==> config.mk <==
export PLATFORM = sky130hd
export DESIGN_NAME = alu_ctrl_mdu
export DESIGN_NICKNAME = d
export VERILOG_FILES = /design/src/rtl/alu_ctrl_pkg.sv /design/src/rtl/mdu_iter.sv /design/src/rtl/alu_ctrl_mdu.sv
export SDC_FILE = /design/constraint.sdc
export NUM_CORES = 1
export LEC_CHECK = 0
export CAP_MARGIN = 40
export CORE_MARGIN = 10
export CORE_UTILIZATION = 40
export CTS_CLUSTER_DIAMETER = 80
export DETAILED_ROUTE_END_ITERATION = 6
export PLACE_DENSITY = 0.59
export SLEW_MARGIN = 20
export SYNTH_ARGS = -nofsm -noshare
export SYNTH_HDL_FRONTEND = slang
export SYNTH_SLANG_ARGS = --single-unit
export TNS_END_PERCENT = 10
==> constraint.sdc <==
create_clock -name clk -period 7.4 [get_ports clk]
set_input_delay 1.48 -clock clk [delete_from_list [all_inputs] [get_ports clk]]
set_output_delay 1.48 -clock clk [all_outputs]
set_load 0.01 [all_outputs]
==> src/rtl/alu_ctrl_pkg.sv <==
// Shared encodings for the EX-stage ALU control decoder and its iterative
// multiply/divide unit. The DIV state only exists when ALU_CTRL_DIV_EN is
// defined.
package alu_ctrl_pkg;

  // Main-control aluOp field.
  typedef enum logic [1:0] {
    ALUOP_ADD   = 2'b00,
    ALUOP_SUB   = 2'b01,
    ALUOP_RTYPE = 2'b10,
    ALUOP_OR    = 2'b11
  } alu_op_e;

  // R-type funct field values.
  localparam logic [5:0] FN_MFHI  = 6'd16;
  localparam logic [5:0] FN_MFLO  = 6'd18;
  localparam logic [5:0] FN_MULT  = 6'd24;
  localparam logic [5:0] FN_MULTU = 6'd25;
  localparam logic [5:0] FN_DIV   = 6'd26;
  localparam logic [5:0] FN_DIVU  = 6'd27;
  localparam logic [5:0] FN_ADD   = 6'd32;
  localparam logic [5:0] FN_ADDU  = 6'd33;
  localparam logic [5:0] FN_SUB   = 6'd34;
  localparam logic [5:0] FN_SUBU  = 6'd35;
  localparam logic [5:0] FN_AND   = 6'd36;
  localparam logic [5:0] FN_OR    = 6'd37;
  localparam logic [5:0] FN_XOR   = 6'd38;
  localparam logic [5:0] FN_NOR   = 6'd39;
  localparam logic [5:0] FN_SLT   = 6'd42;
  localparam logic [5:0] FN_SLTU  = 6'd43;

  // ALU operation codes (zero-extended to CTRL_W at the port).
  typedef enum logic [3:0] {
    CTL_AND  = 4'b0000,
    CTL_OR   = 4'b0001,
    CTL_ADD  = 4'b0010,
    CTL_SUB  = 4'b0110,
    CTL_SLT  = 4'b0111,
    CTL_NOR  = 4'b1100,
    CTL_XOR  = 4'b1101,
    CTL_SLTU = 4'b1111
  } alu_ctl_e;

  // EX result mux select.
  localparam logic [1:0] RES_ALU = 2'b00;
  localparam logic [1:0] RES_HI  = 2'b01;
  localparam logic [1:0] RES_LO  = 2'b10;

  // Multiply/divide sequencer states.
  typedef enum logic [1:0] {
    ST_IDLE = 2'd0,
    ST_MUL  = 2'd1,
`ifdef ALU_CTRL_DIV_EN
    ST_DIV  = 2'd2,
`endif
    ST_DONE = 2'd3
  } mdu_state_e;

endpackage

==> src/rtl/mdu_iter.sv <==
// Iterative multiply/divide datapath: one bit per step, shift-add multiply
// and restoring divide on operand magnitudes, sign fix-up on commit into
// HI/LO. The divider is only built when ALU_CTRL_DIV_EN is defined.
module mdu_iter #(
  parameter int DATA_W = 32
) (
  input  logic              clk,
  input  logic              reset,
  input  logic              start_i,
  input  logic              signed_i,
`ifdef ALU_CTRL_DIV_EN
  input  logic              div_i,
`endif
  input  logic              step_i,
  input  logic              commit_i,
  input  logic [DATA_W-1:0] a_i,
  input  logic [DATA_W-1:0] b_i,
  output logic              last_o,
  output logic [DATA_W-1:0] hi_o,
  output logic [DATA_W-1:0] lo_o
);

  localparam int CNT_W = $clog2(DATA_W);
  localparam logic [CNT_W-1:0] CNT_LAST = CNT_W'(DATA_W - 1);

  // Upper half: product accumulator / partial remainder.
  // Lower half: multiplier / dividend shifting out, quotient shifting in.
  logic [2*DATA_W-1:0] p_q, p_d, p_init;
  logic [DATA_W-1:0]   m_q, m_init;
  logic                neg_q, neg_init;
  logic [CNT_W-1:0]    cnt_q;
  logic [DATA_W-1:0]   hi_q, lo_q, hi_d, lo_d;
  logic                a_neg, b_neg;
  logic [DATA_W-1:0]   a_mag, b_mag;
  logic [DATA_W:0]     mul_sum;
  logic [2*DATA_W-1:0] prod;
`ifdef ALU_CTRL_DIV_EN
  logic                div_q;
  logic                rem_neg_q, rem_neg_init;
  logic [DATA_W:0]     div_diff;
`endif

  // Strip operand signs at start so the core only ever sees magnitudes.
  always_comb begin
    a_neg    = signed_i & a_i[DATA_W-1];
    b_neg    = signed_i & b_i[DATA_W-1];
    a_mag    = a_neg ? -a_i : a_i;
    b_mag    = b_neg ? -b_i : b_i;
    p_init   = {{DATA_W{1'b0}}, b_mag};
    m_init   = a_mag;
    neg_init = a_neg ^ b_neg;
`ifdef ALU_CTRL_DIV_EN
    rem_neg_init = a_neg;
    if (div_i) begin
      p_init   = {{DATA_W{1'b0}}, a_mag};
      m_init   = b_mag;
      // A zero divisor yields an all-ones quotient that must not be negated.
      neg_init = (a_neg ^ b_neg) & (|b_i);
    end
`endif
  end

  // One iteration step and the sign-corrected results committed in DONE.
  always_comb begin
    mul_sum = {1'b0, p_q[2*DATA_W-1:DATA_W]} + (p_q[0] ? {1'b0, m_q} : '0);
    p_d     = {mul_sum, p_q[DATA_W-1:1]};
    prod    = neg_q ? -p_q : p_q;
    hi_d    = prod[2*DATA_W-1:DATA_W];
    lo_d    = prod[DATA_W-1:0];
`ifdef ALU_CTRL_DIV_EN
    // Trial subtract of the divisor from {remainder, next dividend bit};
    // bit DATA_W of the difference is the borrow.
    div_diff = p_q[2*DATA_W-1:DATA_W-1] - {1'b0, m_q};
    if (div_q) begin
      p_d  = div_diff[DATA_W] ? {p_q[2*DATA_W-2:0], 1'b0}
                              : {div_diff[DATA_W-1:0], p_q[DATA_W-2:0], 1'b1};
      hi_d = rem_neg_q ? -p_q[2*DATA_W-1:DATA_W] : p_q[2*DATA_W-1:DATA_W];
      lo_d = neg_q ? -p_q[DATA_W-1:0] : p_q[DATA_W-1:0];
    end
`endif
  end

  // Capture on start, iterate while stepping, write HI/LO on commit.
  // NOTE: sequential state uses non-blocking assignments so every register
  // samples pre-edge values regardless of statement order.
  always_ff @(posedge clk or posedge reset) begin
    if (reset) begin
      p_q   <= '0;
      m_q   <= '0;
      neg_q <= 1'b0;
      cnt_q <= '0;
      hi_q  <= '0;
      lo_q  <= '0;
`ifdef ALU_CTRL_DIV_EN
      div_q     <= 1'b0;
      rem_neg_q <= 1'b0;
`endif
    end else begin
      if (start_i) begin
        p_q   <= p_init;
        m_q   <= m_init;
        neg_q <= neg_init;
        cnt_q <= '0;
`ifdef ALU_CTRL_DIV_EN
        div_q     <= div_i;
        rem_neg_q <= rem_neg_init;
`endif
      end else if (step_i) begin
        p_q   <= p_d;
        cnt_q <= cnt_q + CNT_W'(1);
      end
      if (commit_i) begin
        hi_q <= hi_d;
        lo_q <= lo_d;
      end
    end
  end

  assign last_o = step_i && (cnt_q == CNT_LAST);
  assign hi_o   = hi_q;
  assign lo_o   = lo_q;

endmodule

==> src/rtl/alu_ctrl_mdu.sv <==
// EX-stage ALU control decoder with an iterative multiply/divide unit.
// Decode is combinational; the MDU sequencer stalls the pipeline from the
// start cycle through DONE (DATA_W+2 cycles). Define ALU_CTRL_DIV_EN to
// build DIV/DIVU; otherwise those functs decode as illegal.
module alu_ctrl_mdu
  import alu_ctrl_pkg::*;
#(
  parameter int DATA_W = 32,
  parameter int CTRL_W = 4
) (
  input  logic              clk,
  input  logic              reset,
  input  logic              valid,
  input  logic [1:0]        aluOp,
  input  logic [5:0]        funct,
  input  logic [DATA_W-1:0] rs_data,
  input  logic [DATA_W-1:0] rt_data,
  output logic [CTRL_W-1:0] aluControl,
  output logic [1:0]        res_sel,
  output logic              illegal,
  output logic              stall,
  output logic [DATA_W-1:0] hi,
  output logic [DATA_W-1:0] lo
);

  alu_ctl_e   ctl;
  logic       bad_funct;
  logic       mdu_op;
  logic       mdu_signed;
  logic       mdu_start;
  logic       mdu_last;
  logic       mdu_step;
  logic       mdu_commit;
  mdu_state_e state_q, state_d;
`ifdef ALU_CTRL_DIV_EN
  logic       mdu_div;
`endif

  // Decode aluOp/funct into ALU code, result select and MDU request.
  // NOTE: every output gets a default first, so no path leaves one
  // unassigned and no latch is inferred.
  always_comb begin
    ctl        = CTL_ADD;
    res_sel    = RES_ALU;
    bad_funct  = 1'b0;
    mdu_op     = 1'b0;
    mdu_signed = 1'b0;
`ifdef ALU_CTRL_DIV_EN
    mdu_div    = 1'b0;
`endif
    case (aluOp)
      ALUOP_ADD: ctl = CTL_ADD;
      ALUOP_SUB: ctl = CTL_SUB;
      ALUOP_OR:  ctl = CTL_OR;
      ALUOP_RTYPE: begin
        case (funct)
          FN_ADD, FN_ADDU: ctl = CTL_ADD;
          FN_SUB, FN_SUBU: ctl = CTL_SUB;
          FN_AND:          ctl = CTL_AND;
          FN_OR:           ctl = CTL_OR;
          FN_XOR:          ctl = CTL_XOR;
          FN_NOR:          ctl = CTL_NOR;
          FN_SLT:          ctl = CTL_SLT;
          FN_SLTU:         ctl = CTL_SLTU;
          FN_MFHI:         res_sel = RES_HI;
          FN_MFLO:         res_sel = RES_LO;
          FN_MULT: begin
            mdu_op     = 1'b1;
            mdu_signed = 1'b1;
          end
          FN_MULTU:        mdu_op = 1'b1;
          FN_DIV, FN_DIVU: begin
`ifdef ALU_CTRL_DIV_EN
            mdu_op     = 1'b1;
            mdu_div    = 1'b1;
            mdu_signed = (funct == FN_DIV);
`else
            bad_funct  = 1'b1;
`endif
          end
          default:         bad_funct = 1'b1;
        endcase
      end
      default: ctl = CTL_ADD;
    endcase
  end

  assign aluControl = CTRL_W'(ctl);
  assign illegal    = valid && bad_funct;
  // Start is only sampled in IDLE; requests seen while busy just keep stalling.
  assign mdu_start  = valid && mdu_op && (state_q == ST_IDLE);

  // Sequencer state register.
  always_ff @(posedge clk or posedge reset) begin
    if (reset) state_q <= ST_IDLE;
    else       state_q <= state_d;
  end

  // Next state, stall and datapath strobes.
  always_comb begin
    state_d    = state_q;
    stall      = 1'b1;
    mdu_step   = 1'b0;
    mdu_commit = 1'b0;
    case (state_q)
      ST_IDLE: begin
        stall = mdu_start;
        if (mdu_start) begin
`ifdef ALU_CTRL_DIV_EN
          state_d = mdu_div ? ST_DIV : ST_MUL;
`else
          state_d = ST_MUL;
`endif
        end
      end
      ST_MUL: begin
        mdu_step = 1'b1;
        if (mdu_last) state_d = ST_DONE;
      end
`ifdef ALU_CTRL_DIV_EN
      ST_DIV: begin
        mdu_step = 1'b1;
        if (mdu_last) state_d = ST_DONE;
      end
`endif
      ST_DONE: begin
        mdu_commit = 1'b1;
        state_d    = ST_IDLE;
      end
      default: state_d = ST_IDLE;
    endcase
  end

  mdu_iter #(
    .DATA_W(DATA_W)
  ) u_mdu (
    .clk      (clk),
    .reset    (reset),
    .start_i  (mdu_start),
    .signed_i (mdu_signed),
`ifdef ALU_CTRL_DIV_EN
    .div_i    (mdu_div),
`endif
    .step_i   (mdu_step),
    .commit_i (mdu_commit),
    .a_i      (rs_data),
    .b_i      (rt_data),
    .last_o   (mdu_last),
    .hi_o     (hi),
    .lo_o     (lo)
  );

endmodule

---- After elaboration in Yosys (flattened, before gate mapping) ----
Cells that the tools add are included.
storage, ports and cells
  output and inout port bits .............. 72
  input bits .............................. 75
  register bits ........................... 168
cells by class
  reductions and logical operators ........ 11
  equal/unequal tests ..................... 22
  add/sub/neg operators ................... 5
  muxes and demuxes ....................... 24
  bitwise gates (word level) .............. 3
operators by type and width
  kind                   count
  $mux W64               3
  $mux W32               3
  $neg A32 Y32           2
  $neg A64 Y64           1
  $eq A6 B6 Y1 const B   10
  $add A32 B33 Y33       1
  $pmux W4 S7            1
  $eq A6 B5 Y1 const B   4
  $pmux W4 S4            1
  $reduce_or A14 Y1      1
  $mux W5                2
  $mux W1                9
  $pmux W2 S2            2
  $eq A2 B2 Y1 const B   3
  $mux W2                3
  $add A5 B1 Y5 const B  1
  $eq A5 B5 Y1 const B   1
  $eq A2 B1 Y1 const B   2
  $logic_and A1 B1 Y1    4
  $logic_not A2 Y1       2
  $ne A2 B2 Y1 const B   2
  $reduce_or A2 Y1       2
  $and A1 B1 Y1          2
  $reduce_and A2 Y1      1
  other kinds (2)        2

---- Logic depth before layout (Yosys ltp) ----
  depth in word-level cells ............... 8
  mapped depth ............................ 13
  gate-level depth less buffers ........... 11

---- Modules after synthesis ----
Synthesis repeated with hierarchy kept, for this count alone.
second synthesis, totals
  cell total of the unflattened synthesis .. 1306
  area total of the unflattened synthesis .. 11174.5 sq um
by module, submodules not included
  module        area an instance (sq um)  seq. area each (sq um)  times used  cells an instance
  mdu_iter      10849.2                   4154.0                  1           1262
  alu_ctrl_mdu  325.3                     50.0                    1           44

---- Worst setup path after synthesis ----
No wires, ideal clock.
  kind .................................... input port to output port
  start point ............................. input funct[2]
  end point ............................... output res_sel[1]
  setup slack ............................. 3.474 ns
  data arrival time ....................... 2.446 ns
  data required time ...................... 5.920 ns
  stages on the path ...................... 4
  path through ............................ or3b_2 > nor2_1 > nand2_1 > nor3b_1
on the way
  word-level cells in the longest chain between the ends .. 3
  elaborated cells between the ends (all ways) .. 4
  those cells by class .................... 2 x eq/ne; 2 x mux
ends and longest elaborated chain
  what                line                text
  start: declaration  alu_ctrl_mdu.sv:15  input logic [5:0] funct,
  $eq A6 B5 Y1        alu_ctrl_mdu.sv:56  case (funct)
  $pmux W2 S2 *       alu_ctrl_mdu.sv:56
  $mux W2 *           alu_ctrl_mdu.sv:51  case (aluOp)
  end: declaration    alu_ctrl_mdu.sv:19  output logic [1:0] res_sel,
Every way passes the cells marked *; elsewhere a longest branch is shown, timed or not.

---- Worst setup path after layout ----
  start point ............................. input funct[2]
  end point ............................... output stall
on the way
  word-level cells in the longest chain between the ends .. 7
  elaborated cells between the ends (all ways) .. 8
  those cells by class .................... 2 x eq/ne; 3 x mux; 3 x reduce/logical
ends and longest elaborated chain
  what                                 line                 text
  $eq A6 B5 Y1                         alu_ctrl_mdu.sv:56
  $reduce_or A2 Y1 (no source line) *  --
  $mux W1 *                            alu_ctrl_mdu.sv:56
  $mux W1 *                            alu_ctrl_mdu.sv:51
  $logic_and A1 B1 Y1 * (2 in series)  alu_ctrl_mdu.sv:91   assign mdu_start = valid && mdu_op && (state_q == ST_IDLE);
  $mux W1 *                            alu_ctrl_mdu.sv:105  case (state_q)
  end: declaration                     alu_ctrl_mdu.sv:21   output logic stall,
Marked as above.

==> metrics.md <==
| Metric | Value |
|---|---|
| RR Endpoint | `u_mdu.p_q[58]$_DFFE_PP0P_` |
| Nets@finish | `1519` |
| CP max FO | `6` |
| DRC Markers | `0` |
| Placed insts | `1725` |
| Vias per cell | `5.50` |
| Initial antenna violation count | `0` |
| Measured slew at the worst slew-check pin | `807 ps` |
| Input/output buffers | `146` |
| CTS tree | `built` |
| Post-CTS setup buffers | `0` |
| Crit start category | `input pin` |
| Effective utilization at floorplan | `0.408` |
| Post-cts resize count | `0` |
| DIE HEIGHT | `186 microns` |
| Syn Nets | `1413` |
| Core Region | `27000 sq um` |
| Number of antenna-violating nets in the routed design | `0` |
| Final hold vios | `0` |
| Worst setup path end | `stall` |
| Total grt overflow | `0` |
| Ys Warns | `0` |
| Setup WS pre-CTS | `2380 ps` |
| Run status | `finished clean` |
| Peak VDD IR | `186 uV` |
| RSZ-0062 raised after global routing | `no` |
| Clock root buffer | `clkbuf_16` |
| Cell with the most instances after synthesis | `nand2_1` |
| Synth area leader | `dfrtp_1` |
| Met3 WL | `2050 microns` |
| Largest cells by area after synthesis | `dfrtp_1 (38%), xor2_1 (7.7%), o21ai_0 (7.4%)` |
| DRT iter0 DRCs | `771` |
| Top cell type's share of synthesized area | `0.382` |
| Total power | `3.42 mW` |
| Wire length on met2 | `12800 microns` |
| First-pass GRT wire length | `50600 microns` |
| Power Density | `254 nW/um^2` |
| P_leak | `5.34 nW` |
| Non-Filler Instances | `1761` |
| Post-synth ARST share | `1.00` |
| Worst skew pair latency | `440 ps` |
| Top cells by count, synth | `nand2_1 (188), dfrtp_1 (168), o21ai_0 (163)` |
| DRT Pass-1 Iters | `5` |
| R2r setup slk | `4090 ps` |
| Gpl congestion | `0.906` |
| Die Wd | `186 microns` |
| Total CTS buffers | `17` |
| Clock-pin slew on the worst setup and hold paths | `70 ps` |
| Post-DR wirelength/cell | `17.9 microns` |
| Final min period | `5030 ps` |
| Element type at the critical path end | `output pin` |
| Max cap viols | `0` |
| Normalized max-slew margin | `0.455` |
| Clock skew | `11.7 ps` |
| Mean post-synth cell area | `8.47 sq um` |
| Pin count of the biggest net entering global routing | `104` |
| Vias in the first global route | `9255` |
| Clock sink total | `168` |
| Clk buf depth | `2` |
| Top FF cell, synth | `dfrtp_1` |
| #FFs+latches synth | `168` |
| Worst setup margin | `2370 ps` |
| Yosys cell types | `63` |
| CTS Hold Bufs | `0` |
| Area Overhead vs Synth | `22.1%` |
| Row count | `60` |
| Die area | `34600 sq um` |
| H-tree depth | `4` |
| I/O pins | `147` |
| GRT Resource Usage Total | `0.183` |
| Worst setup path start | `funct[2]` |
| R2R Path Start | `u_mdu.p_q[0]$_DFFE_PP0P_` |
| Fmax | `199 MHz` |
| Vias | `9690` |
| Setup TNS | `0 ps` |
| Final setup vio count | `0` |
| Post-synthesis sequential area ratio | `0.382` |
| DP Wirelength | `23900 microns` |
| CP Class | `input pin to output pin` |
| Post-synth EDFFs | `0` |
| Final Cycle Share | `0.680` |
| M1 wire length | `16400 microns` |
| Reg2Reg Depth | `11` |
| Mapped cell area | `11000 sq um` |
| Worst hold path class | `register to register` |
| Data required time of the critical path | `5920 ps` |
| Synth Instances | `1300` |
| Top Metal Used | `met4` |
| DRT Wirelength | `31500 microns` |
| Arr. time, crit path | `3550 ps` |
| Layout cells sized above 1 | `0.0564` |
| Slew Viols, Final | `0` |
report_power, final:
part           total [mW]  switching [mW]  internal (mW)  leakage [nW]
Clock               0.922           0.415          0.507         0.293
Sequential           1.45           0.345           1.10          2.24
Combinational        1.05           0.597          0.453          2.81
metal layers:
metal | vias to the layer above | track usage
li1 | 4890 | -
met1 | 4526 | 0.278
met2 | 260 | 0.258
met3 | 14 | 0.0372
met4 | 0 | 0.0403
met5 | - | 0
kinds of logic after synthesis:
kind of cell,share of synthesized area
adders and majority gates,0.0438
and+or+nand+nor,0.192
xor gates and xnor gates,0.118
muxes,0.00477
buffers and inverters,0.0346
DFF,0.382
AOI/OAI and AO/OA,0.226
worst min path at each step:
stage               slack [ps]  cells past startpoint                        from                          to
floorplan                  430                      2   u_mdu.m_q[31]$_DFFE_PP0N_   u_mdu.m_q[31]$_DFFE_PP0N_
global placement           450                      2   u_mdu.m_q[31]$_DFFE_PP0N_   u_mdu.m_q[31]$_DFFE_PP0N_
detailed placement         450                      2   u_mdu.m_q[31]$_DFFE_PP0N_   u_mdu.m_q[31]$_DFFE_PP0N_
CTS                        470                      2   u_mdu.m_q[31]$_DFFE_PP0N_   u_mdu.m_q[31]$_DFFE_PP0N_
global route               500                      2  u_mdu.hi_o[15]$_DFFE_PP0N_  u_mdu.hi_o[15]$_DFFE_PP0N_
finish                     470                      2   u_mdu.m_q[31]$_DFFE_PP0N_   u_mdu.m_q[31]$_DFFE_PP0N_
worst max-delay path, stage by stage:
cell and delay [ps]:
clkdlybuf4s50_1 510, or3b_2 540, or3_1 390, nand2_1 80, clkdlybuf4s50_1 550
area by class of cell:
type,instances,area [sq um]
clock buffers,17,425
clock inverters,15,166
flip-flops and latches,168,4210
multi-input cells,1032,6450
repair buffers,162,1680
inverters,25,98.8
fillers,2618,13600
well taps,341,427
diodes,1,2.50
stage by stage:
stage | hold slack, ps | area (sq um) | util
floorplan | 431 | 11000 | -
global route | 501 | 13500 | 0.498
detailed placement | 451 | 12800 | 0.474
global placement | 449 | 12700 | 0.470
finish | 467 | 13500 | 0.498
CTS | 467 | 13400 | 0.496
flip-flops by register name, summed over array words and instances (netlist names):
register     cells
u_mdu.p_q       64
u_mdu.cnt_q      5
u_mdu.neg_q      1
u_mdu.m_q       32
state_q          2
u_mdu.hi_o      32
u_mdu.lo_o      32
cell usage in the layout (no fill, tap or decap), types with 9 or more instances in the layout:
cell	instances
o31ai_1	31
clkdlybuf4s50_1	146
nand4_1	17
o21a_1	13
o21ai_1	35
nor4_1	12
dfrtp_1	167
and2_1	35
nand2b_1	11
a22oi_1	20
xnor2_1	51
nor2_1	55
clkbuf_16	17
o41ai_1	13
nor2b_1	9
nand2_1	186
o22ai_1	20
nand3_1	16
nor3_1	23
or3_1	19
or4_1	14
xor2_1	97
ha_1	37
inv_1	23
a21oi_1	65
o21ai_0	162
Note: power is estimated with default switching activity, not from simulation.
